<file path="config.mk">
export PLATFORM = sky130hd
export DESIGN_NAME = pattern_seq
export DESIGN_NICKNAME = d
export VERILOG_FILES = /design/src/rtl/pattern_seq_pkg.sv /design/src/rtl/pattern_seq_onehot_enc.sv /design/src/rtl/pattern_seq.sv
export SDC_FILE = /design/constraint.sdc
export NUM_CORES = 1
export LEC_CHECK = 0
export ABC_AREA = 1
export BUFFER_PORTS_ARGS = -buffer_cell sky130_fd_sc_hd__buf_4
export CAP_MARGIN = 25
export CORE_MARGIN = 2
export CORE_UTILIZATION = 47
export CTS_CLUSTER_DIAMETER = 50
export DETAILED_ROUTE_END_ITERATION = 10
export PLACE_DENSITY = 0.77
export SYNTH_ARGS = -nofsm -noshare
export SYNTH_HDL_FRONTEND = slang
export SYNTH_SLANG_ARGS = --single-unit
</file>
<file path="constraint.sdc">
create_clock -name clk -period 1.9 [get_ports clk]
set_input_delay 0.19 -clock clk [delete_from_list [all_inputs] [get_ports clk]]
set_output_delay 0.19 -clock clk [all_outputs]
set_load 0.01 [all_outputs]
</file>
<file path="src/rtl/pattern_seq_pkg.sv">
// Shared definitions for the pattern sequencer: FSM state type,
// default geometry of the pattern buffers and a one-hot encode helper.
package pattern_seq_pkg;

  // Default geometry of the attached pattern buffer bank
  localparam int DEF_BUFFER_SIZE  = 22;
  localparam int DEF_BUFFER_WIDTH = 8;
  localparam int DEF_NO_BUFS      = 8;
  localparam int DEF_RD_LAT       = 2;

  // Widest one-hot vector the helper can produce
  localparam int OH_MAX_W = 64;

  // Sequencer states
  typedef enum logic [2:0] {
    IDLE  = 3'd0,
    WRITE = 3'd1,
    READ  = 3'd2,
    DRAIN = 3'd3,
    DONE  = 3'd4
  } state_t;

  // Index to one-hot; an index beyond OH_MAX_W-1 yields all zeros
  function automatic logic [OH_MAX_W-1:0] onehot(input logic [7:0] idx);
    logic [OH_MAX_W-1:0] v;
    v = '0;
    for (int i = 0; i < OH_MAX_W; i++) begin
      if (idx == 8'(i)) begin
        v[i] = 1'b1;
      end else begin
        v[i] = v[i];
      end
    end
    return v;
  endfunction

endpackage

</file>
<file path="src/rtl/pattern_seq_onehot_enc.sv">
// Index to one-hot encoder with parameterised widths. An index that does
// not fit the output width produces an all-zero vector.
module onehot_enc
  import pattern_seq_pkg::*;
#(
  parameter int IN_W  = 5,
  parameter int OUT_W = 22
) (
  input  logic [IN_W-1:0]  idx,
  output logic [OUT_W-1:0] oh
);

  // Truncate the shared helper's wide result to the requested width
  assign oh = OUT_W'(onehot(8'(idx)));

endmodule

</file>
<file path="src/rtl/pattern_seq.sv">
// Pattern sequencer: accepts write / readback burst commands and drives
// the one-hot buffer and field pointers of an external pattern buffer
// bank. Read data returns RD_LAT cycles after each field pointer issue.
module pattern_seq
  import pattern_seq_pkg::*;
#(
  parameter int BUFFER_SIZE  = DEF_BUFFER_SIZE,
  parameter int BUFFER_WIDTH = DEF_BUFFER_WIDTH,
  parameter int NO_BUFS      = DEF_NO_BUFS,
  parameter int RD_LAT       = DEF_RD_LAT
) (
  input  logic                    clk,
  input  logic                    reset,
  input  logic                    cmd_valid,
  output logic                    cmd_ready,
  input  logic                    cmd_write,
  input  logic [2:0]              cmd_buf,
  input  logic [4:0]              cmd_first,
  input  logic [4:0]              cmd_count,
  input  logic                    wdata_valid,
  output logic                    wdata_ready,
  input  logic [BUFFER_WIDTH-1:0] wdata,
  output logic                    rdata_valid,
  output logic [BUFFER_WIDTH-1:0] rdata,
  output logic                    done,
  output logic                    err,
  output logic [7:0]              bufp,
  output logic [BUFFER_SIZE-1:0]  fieldp,
  output logic [BUFFER_SIZE-1:0]  fieldwp,
  output logic [BUFFER_WIDTH-1:0] field_in,
  output logic                    field_write,
  input  logic [BUFFER_WIDTH-1:0] field_byte
);

  state_t                  state_r, state_nxt_s;
  logic [4:0]              idx_r, idx_nxt_s;
  logic [4:0]              rem_r, rem_nxt_s;
  logic [7:0]              bufp_r, bufp_nxt_s;
  logic [BUFFER_SIZE-1:0]  fieldwp_r, fieldwp_nxt_s;
  logic [BUFFER_WIDTH-1:0] field_in_r, field_in_nxt_s;
  logic                    field_write_r, field_write_nxt_s;
  logic                    err_r, err_nxt_s;
  logic [RD_LAT-1:0]       vld_r, vld_nxt_s, vld_shift_s;

  logic [7:0]              buf_oh_s;
  logic [BUFFER_SIZE-1:0]  rd_oh_s;
  logic [BUFFER_SIZE-1:0]  wr_oh_s;
  logic [5:0]              span_s;
  logic                    buf_bad_s;
  logic                    cmd_bad_s;
  logic                    rd_issue_s;

  onehot_enc #(.IN_W(3), .OUT_W(8)) u_buf_enc (
    .idx (cmd_buf),
    .oh  (buf_oh_s)
  );

  onehot_enc #(.IN_W(5), .OUT_W(BUFFER_SIZE)) u_rd_enc (
    .idx (idx_r),
    .oh  (rd_oh_s)
  );

  onehot_enc #(.IN_W(5), .OUT_W(BUFFER_SIZE)) u_wr_enc (
    .idx (idx_r),
    .oh  (wr_oh_s)
  );

  // A 3-bit buffer index can never be out of range when all 8 buffers exist
  generate
    if (NO_BUFS >= 8) begin : g_all_bufs
      assign buf_bad_s = 1'b0;
    end else begin : g_some_bufs
      assign buf_bad_s = (cmd_buf >= 3'(NO_BUFS));
    end
  endgenerate

  // Range check is done 6 bits wide so first+count cannot wrap
  assign span_s     = {1'b0, cmd_first} + {1'b0, cmd_count};
  assign cmd_bad_s  = (cmd_count == 5'd0) || buf_bad_s ||
                      (span_s > 6'(BUFFER_SIZE));

  // One field is issued per cycle for as long as the FSM sits in READ
  assign rd_issue_s  = (state_r == READ);
  assign vld_shift_s = vld_r << 1;
  assign vld_nxt_s   = vld_shift_s | RD_LAT'(rd_issue_s);

  // Next-state and next-register values for the sequencer
  always_comb begin
    state_nxt_s       = state_r;
    idx_nxt_s         = idx_r;
    rem_nxt_s         = rem_r;
    bufp_nxt_s        = bufp_r;
    fieldwp_nxt_s     = '0;
    field_in_nxt_s    = '0;
    field_write_nxt_s = 1'b0;
    err_nxt_s         = 1'b0;
    case (state_r)
      IDLE: begin
        if (cmd_valid) begin
          if (cmd_bad_s) begin
            err_nxt_s = 1'b1;
          end else begin
            bufp_nxt_s  = buf_oh_s;
            idx_nxt_s   = cmd_first;
            rem_nxt_s   = cmd_count;
            state_nxt_s = cmd_write ? WRITE : READ;
          end
        end else begin
          state_nxt_s = IDLE;
        end
      end
      WRITE: begin
        if (wdata_valid) begin
          field_write_nxt_s = 1'b1;
          fieldwp_nxt_s     = wr_oh_s;
          field_in_nxt_s    = wdata;
          idx_nxt_s         = idx_r + 5'd1;
          rem_nxt_s         = rem_r - 5'd1;
          if (rem_r == 5'd1) begin
            state_nxt_s = DONE;
          end else begin
            state_nxt_s = WRITE;
          end
        end else begin
          state_nxt_s = WRITE;
        end
      end
      READ: begin
        idx_nxt_s = idx_r + 5'd1;
        rem_nxt_s = rem_r - 5'd1;
        if (rem_r == 5'd1) begin
          state_nxt_s = DRAIN;
        end else begin
          state_nxt_s = READ;
        end
      end
      DRAIN: begin
        // Leave once the last in-flight read has been presented
        if (vld_shift_s == '0) begin
          state_nxt_s = DONE;
        end else begin
          state_nxt_s = DRAIN;
        end
      end
      DONE: begin
        state_nxt_s = IDLE;
      end
      default: begin
        state_nxt_s = IDLE;
      end
    endcase
  end

  // State and datapath registers with synchronous reset
  always_ff @(posedge clk) begin
    if (reset) begin
      state_r       <= IDLE;
      idx_r         <= 5'd0;
      rem_r         <= 5'd0;
      bufp_r        <= 8'b0000_0001;
      fieldwp_r     <= '0;
      field_in_r    <= '0;
      field_write_r <= 1'b0;
      err_r         <= 1'b0;
      vld_r         <= '0;
    end else begin
      state_r       <= state_nxt_s;
      idx_r         <= idx_nxt_s;
      rem_r         <= rem_nxt_s;
      bufp_r        <= bufp_nxt_s;
      fieldwp_r     <= fieldwp_nxt_s;
      field_in_r    <= field_in_nxt_s;
      field_write_r <= field_write_nxt_s;
      err_r         <= err_nxt_s;
      vld_r         <= vld_nxt_s;
    end
  end

  assign cmd_ready   = (state_r == IDLE);
  assign wdata_ready = (state_r == WRITE);
  assign done        = (state_r == DONE);
  assign err         = err_r;
  assign bufp        = bufp_r;
  assign fieldwp     = fieldwp_r;
  assign field_in    = field_in_r;
  assign field_write = field_write_r;
  assign fieldp      = rd_issue_s ? rd_oh_s : '0;

  // field_byte is valid exactly in the cycle the valid pipeline matures,
  // so it is passed through, gated, rather than registered a second time
  assign rdata_valid = vld_r[RD_LAT-1];
  assign rdata       = rdata_valid ? field_byte : '0;

endmodule

</file>
## Word level (Yosys, flattened, before mapping)

Cells that the tools add are included.

| storage, ports and cells | value |
|---|---|
| register bits | 55 |
| input bits | 34 |
| output and inout port bits | 74 |

| operators by class | value |
|---|---|
| add/subtract/negate cells | 3 |
| magnitude comparators | 1 |
| eq/ne operators | 37 |
| muxes and demuxes | 50 |
| bitwise logic cells | 6 |
| reductions and logical operators | 12 |

Operator list:

| operator | count |
|---|---|
| $eq A5 B4 Y1 const B | 8 |
| $mux W1 | 33 |
| $eq A5 B5 Y1 const B | 6 |
| $mux W5 | 6 |
| $pmux W5 S3 | 2 |
| $mux W22 | 1 |
| $eq A5 B3 Y1 const B | 4 |
| $eq A3 B3 Y1 const B | 5 |
| $mux W3 | 5 |
| $eq A3 B2 Y1 const B | 4 |
| $pmux W3 S4 | 1 |
| $eq A5 B1 Y1 const B | 2 |
| $eq A5 B2 Y1 const B | 2 |
| $logic_not A5 Y1 | 2 |
| $mux W8 | 1 |
| $add A5 B5 Y6 | 1 |
| $eq A3 B1 Y1 const B | 2 |
| $gt A6 B5 Y1 const B | 1 |
| $logic_not A3 Y1 | 2 |
| $ne A2 B2 Y1 const B | 3 |
| $reduce_or A3 Y1 | 2 |
| $add A5 B1 Y5 const B | 1 |
| $not A1 Y1 | 5 |
| $sub A5 B1 Y5 const B | 1 |
| other kinds (9) | 9 |

## Depth between registers and ports, before layout

| logic depth | value |
|---|---|
| depth in word-level cells | 6 |
| depth in mapped cells | 16 |
| gate-level depth less buffers | 16 |

## Modules after synthesis

Synthesis repeated with hierarchy kept, for this count alone.

| second synthesis, totals | value |
|---|---|
| cell total of the unflattened synthesis | 514 |
| area, all modules | 3106.7 um2 |

Modules (own cells, without submodules):

| module | instances | cells each | area an instance (um2) |
|---|---|---|---|
| pattern_seq | 1 | 413 | 2712.6 |
| onehot_enc (u_rd_enc ...) | 2 | 43 | 168.9 |
| onehot_enc (u_buf_enc) | 1 | 15 | 56.3 |

## Least setup slack after synthesis

Ideal clock, no wire load.

| timing | value |
|---|---|
| path kind | input to register |
| from | in cmd_first[0] |
| to | reg idx_r[0] |
| setup time | 0.115 ns |
| arrival time | 1.631 ns |
| data required time | 1.785 ns |
| path slack | 0.154 ns |
| stages | 14 |
| cells stage by stage | ha_1 -> inv_1 -> fa_1 -> inv_1 -> nand3_1 -> nand3_1 -> nand2_1 -> nor2_1 -> nand2_1 -> nand2_2 -> nand2_2 -> buf_4 -> a21oi_1 -> nor2_1 |

| between the ends | value |
|---|---|
| cells in the longest elaborated chain, start to end | 5 |
| elaborated cells on any way between the ends | 8 |
| those cells by class | add/sub (1); order compare (1); eq/ne (1); mux (3); reduce/logical (2) |

RTL lines:

| what | RTL line | text |
|---|---|---|
| start, declared | pattern_seq.sv:18 | `input logic [4:0] cmd_first,` |
| $add A5 B5 Y6 | pattern_seq.sv:78 | `assign span_s = {1'b0, cmd_first} + {1'b0, cmd_count};` |
| $gt A6 B5 Y1 | pattern_seq.sv:80 | `(span_s > 6'(BUFFER_SIZE));` |
| $logic_or A1 B1 Y1 | pattern_seq.sv:79 | `assign cmd_bad_s = (cmd_count == 5'd0) \|\| buf_bad_s \|\|` |
| $ne A2 B2 Y1 (no line) | -- |  |
| $reduce_and A4 Y1 (no line) | -- |  |
| end signal, assigned | pattern_seq.sv:168 | `idx_r <= idx_nxt_s;` |
| end, declared | pattern_seq.sv:36 | `logic [4:0] idx_r, idx_nxt_s;` |

Parallel ways exist; a longest one is shown, timed or not. The select of a mux whose other input is x is not followed.
A chain may end at the register's enable or synchronous reset.

## Worst setup path in the final report

| timing | value |
|---|---|
| from | reg idx_r[1] |
| to | out fieldp[15] |

| between the ends | value |
|---|---|
| cells in the longest elaborated chain, start to end | 3 |

RTL lines:

| what | RTL line | text |
|---|---|---|
| $eq A5 B4 Y1 | pattern_seq_pkg.sv:28 | `if (idx == 8'(i)) begin` |
| $mux W1 | pattern_seq_pkg.sv:28 |  |
| named net rd_oh_s[15] | pattern_seq.sv:46 | `logic [BUFFER_SIZE-1:0] rd_oh_s;` |
| $mux W22 | pattern_seq.sv:187 | `assign fieldp = rd_issue_s ? rd_oh_s : '0;` |
| end, declared | pattern_seq.sv:28 | `output logic [BUFFER_SIZE-1:0] fieldp,` |

The timed path passes the listed nets, and every way through them passes these cells.

==> results.ini <==
[worst_setup_path]
crit_required_ps = 1710
regToRegStartpoint = state_r[2]
r2r_cells = 8
r2r_slack_ps = 270
cp_max_fo = 5
reg2reg_to = idx_r[2]
cp-start-kind = flip-flop
endpoint_kind = output port
critPathKind = flip-flop to output port
arrival_ps = 1610

[clock_network]
tritoncts = yes
cts_buffers = 5
cts_resized = 0
clock_latency_ps = 300
clk_path_buf_depth = 2
hold_buffers = 0
clkTransAtPathRegs_ps = 90
clock-root-buffer = clkbuf_8
h-tree-depth = 2
cts_sinks = 55
post_cts_buffers = 0

[cells_and_area]
drive_gt1_share_pct = 26.1
syn2layout_area_growth_pct = 36.3
n_antenna_cell = 0
fin_area_mm2 = 0.00377
n_fill_cell = 513
fin_nets = 567
stdcell_count = 593

[floorplan]
ios = 108
fp-row-count = 27
die_y_um = 80.7
initial_core_util_pct = 49.4
core_area_mm2 = 0.00561
die_area_mm2 = 0.00652
die_w_um = 80.7

[grt]
grt_pass1_wl_mm = 11.0
antenna_found_initial = 0
grt-ovfl-total = 0
grt_max_degree = 32
grt_usage_pct = 20.9
grt_pass1_vias = 2502

[power]
power_frac_clock_pct = 22.8
p_int_w = 0.00191
power.density_mw_per_mm2 = 769
power_leakage_nw = 1.97
p_sw_share_pct = 34.0
combPwrFrac_pct = 32.0
vdd_ir_drop_max_uv = 450
power_w = 0.00290
p_sw_w = 0.000986
seq_power_share_pct = 45.2

[route]
drt_wl_total_mm = 6.85
avgRoutedWirePerCell_um = 11.5
drtIter0Drc = 80
drc_errors = 0
vias_per_cell = 4.79
ant_nets = 0
drt-pass1-iter-count = 4
vias = 2839

[timing]
rsz0062_at_grt = true
setup_viol = 0
fin_skew_ps = 12.4
hold_violations = 0
fmax_mhz = 554
finalWorstSetupSlack_ps = 95.3
slew_viol_final = 0
post-route-period-util_pct = 95.0
fin_crit_ps = 1800
relSlewSlack_pct = 78.9
tightest_slew_ps = 317

[status]
status = finished clean

[run]
cap_viol_max_count = 0

[placement]
pre_cts_ws_ps = -101
numPortBuffers = 107
hpwl_mm = 5.46
placed_cell_area_mm2 = 0.00366
place_congestion = 0.814
placedCellCount = 585

[yosys]
synth_fa_ha_area_share_pct = 6.15
synth_top_family_by_area = simple AND/OR/NAND/NOR gates
seq_area_frac_synth_pct = 39.8
ys_types = 29
synth_cells = 412
synth_area_mm2 = 0.00277
synth_compound_area_share_pct = 5.56
muxShareOfSynthArea_pct = 0
synth_seq_cells = 55
synthXorXnorAreaFrac_pct = 0.949
avgSynthCellArea_um2 = 6.72
synthSimpleGateAreaFrac_pct = 35.8
synth_nets = 459
yosysWarnings = 0

[worst_hold_path]
whs_path_depth = 3
min_to = field_in[5]
hp-start = wdata[5]
hold_class = primary input to flip-flop

## per-layer routing
metal  part of all wire, %  track usage [%]  up-vias
li1                      -                -     1478
met1                    44             26.6     1248
met2                    47             37.5      106
met3                   7.5             3.00        7
met4                   1.0             4.41        0
met5                     0                0        -
## worst max-delay path, cell delays in order, from the launching register on
cell	delay [ps]
dfxtp_1	410
ha_1	230
inv_1	80
nor2_1	130
ha_1	170
inv_1	50
nor2_1	110
buf_4	130
## per-stage QoR
stage	hold WS [ps]	setup TNS, ps	utilization, %
final	104	0	67.2
after global routing	97.2	-21.0	67.2
after CTS	103	0	67.0
after detailed placement	414	-1340	65.3
after global placement	403	-4.59	65.3
after floorplan	267	0	-
## sequential cells by signal, summed over array words and instances, names as in the netlist, 2 cells and up
name / cells
fieldwp: 22
bufp: 8
field_in: 8
idx_r: 5
rem_r: 5
state_r: 3
vld_r: 2
## final cells by class
| type | instances | area [µm²] | area share, % |
|---|---|---|---|
| repair buffers | 117 | 891 | 23.6 |
| flip-flops and latches | 55 | 1100 | 29.2 |
| clock buffers | 7 | 86.3 | 2.29 |
| well taps | 72 | 90.1 | 2.39 |
| clock inverters | 1 | 8.76 | 0.232 |
| inverters | 64 | 240 | 6.37 |
| multi-input cells | 277 | 1350 | 35.9 |
## power groups by stage
stage / logic [W] / clock network, W / registers, W
final: 0.000928 / 0.000661 / 0.00131
after CTS: 0.000922 / 0.000673 / 0.00131
after floorplan: 0.000649 / 0 / 0.00132
after detailed placement: 0.000917 / 0 / 0.00133
after global placement: 0.000893 / 0 / 0.00133
after global routing: 0.00107 / 0.000718 / 0.00132
## placed cells by master, fill, tap and decap left out
master	count
nand4_1	3
o21ai_0	8
nor3_2	1
nor3_1	7
dfxtp_2	1
or2_1	1
a21oi_1	16
nand2_2	3
buf_4	116
nand3_2	1
a221oi_1	1
nand3b_1	7
xor2_1	3
clkbuf_1	1
clkinv_1	1
inv_2	1
nand2_4	1
nor2_2	4
nor2_1	89
dfxtp_1	54
ha_1	12
inv_1	62
o22a_1	1
buf_12	1
a31oi_1	1
o311a_1	1
clkinv_4	1
fa_1	1
clkbuf_8	6
nand2_1	80
nand3_1	36
## kinds of logic (layout without fill, tap and decap cells)
kind of cell,count (synthesis),after routing
AOI/OAI and AO/OA,28,28
xor gates and xnor gates,3,3
buffers and inverters,80,189
DFF,55,55
and+or+nand+nor,233,233
adders and majority gates,13,13
## worst max path at each step
stage                            start    endpoint  depth (start not counted)
after floorplan           cmd_first[0]    idx_r[0]                         14
after global placement    cmd_first[0]    rem_r[2]                         15
after detailed placement  cmd_count[0]     bufp[1]                         15
after CTS                     idx_r[0]  fieldp[15]                          7
after global routing      cmd_count[0]     bufp[1]                         17
final                         idx_r[1]  fieldp[15]                          7
## synth_stat cells
cell type	n	area, µm²
buf_6	2	22.5
a221oi_1	1	8.76
clkinv_1	1	3.75
dfxtp_1	55	1100
nand2_4	1	11.3
inv_2	1	3.75
nor2_2	1	6.26
nand3b_1	7	52.6
buf_2	6	30.0
o311a_1	1	10.0
or2_1	1	6.26
buf_1	2	7.51
nand2_1	80	300
a21oi_1	16	80.1
buf_4	1	7.51
nand3_2	1	10.0
o22a_1	1	8.76
nor2_1	92	345
clkbuf_1	5	18.8
nand3_1	36	180
nand2_2	3	18.8
a31oi_1	1	6.26
inv_1	62	233
o21ai_0	8	40.0
ha_1	12	150
xor2_1	3	26.3
fa_1	1	20.0
nor3_1	8	40.0
nand4_1	3	18.8
(Power assumes the default switching activity.)
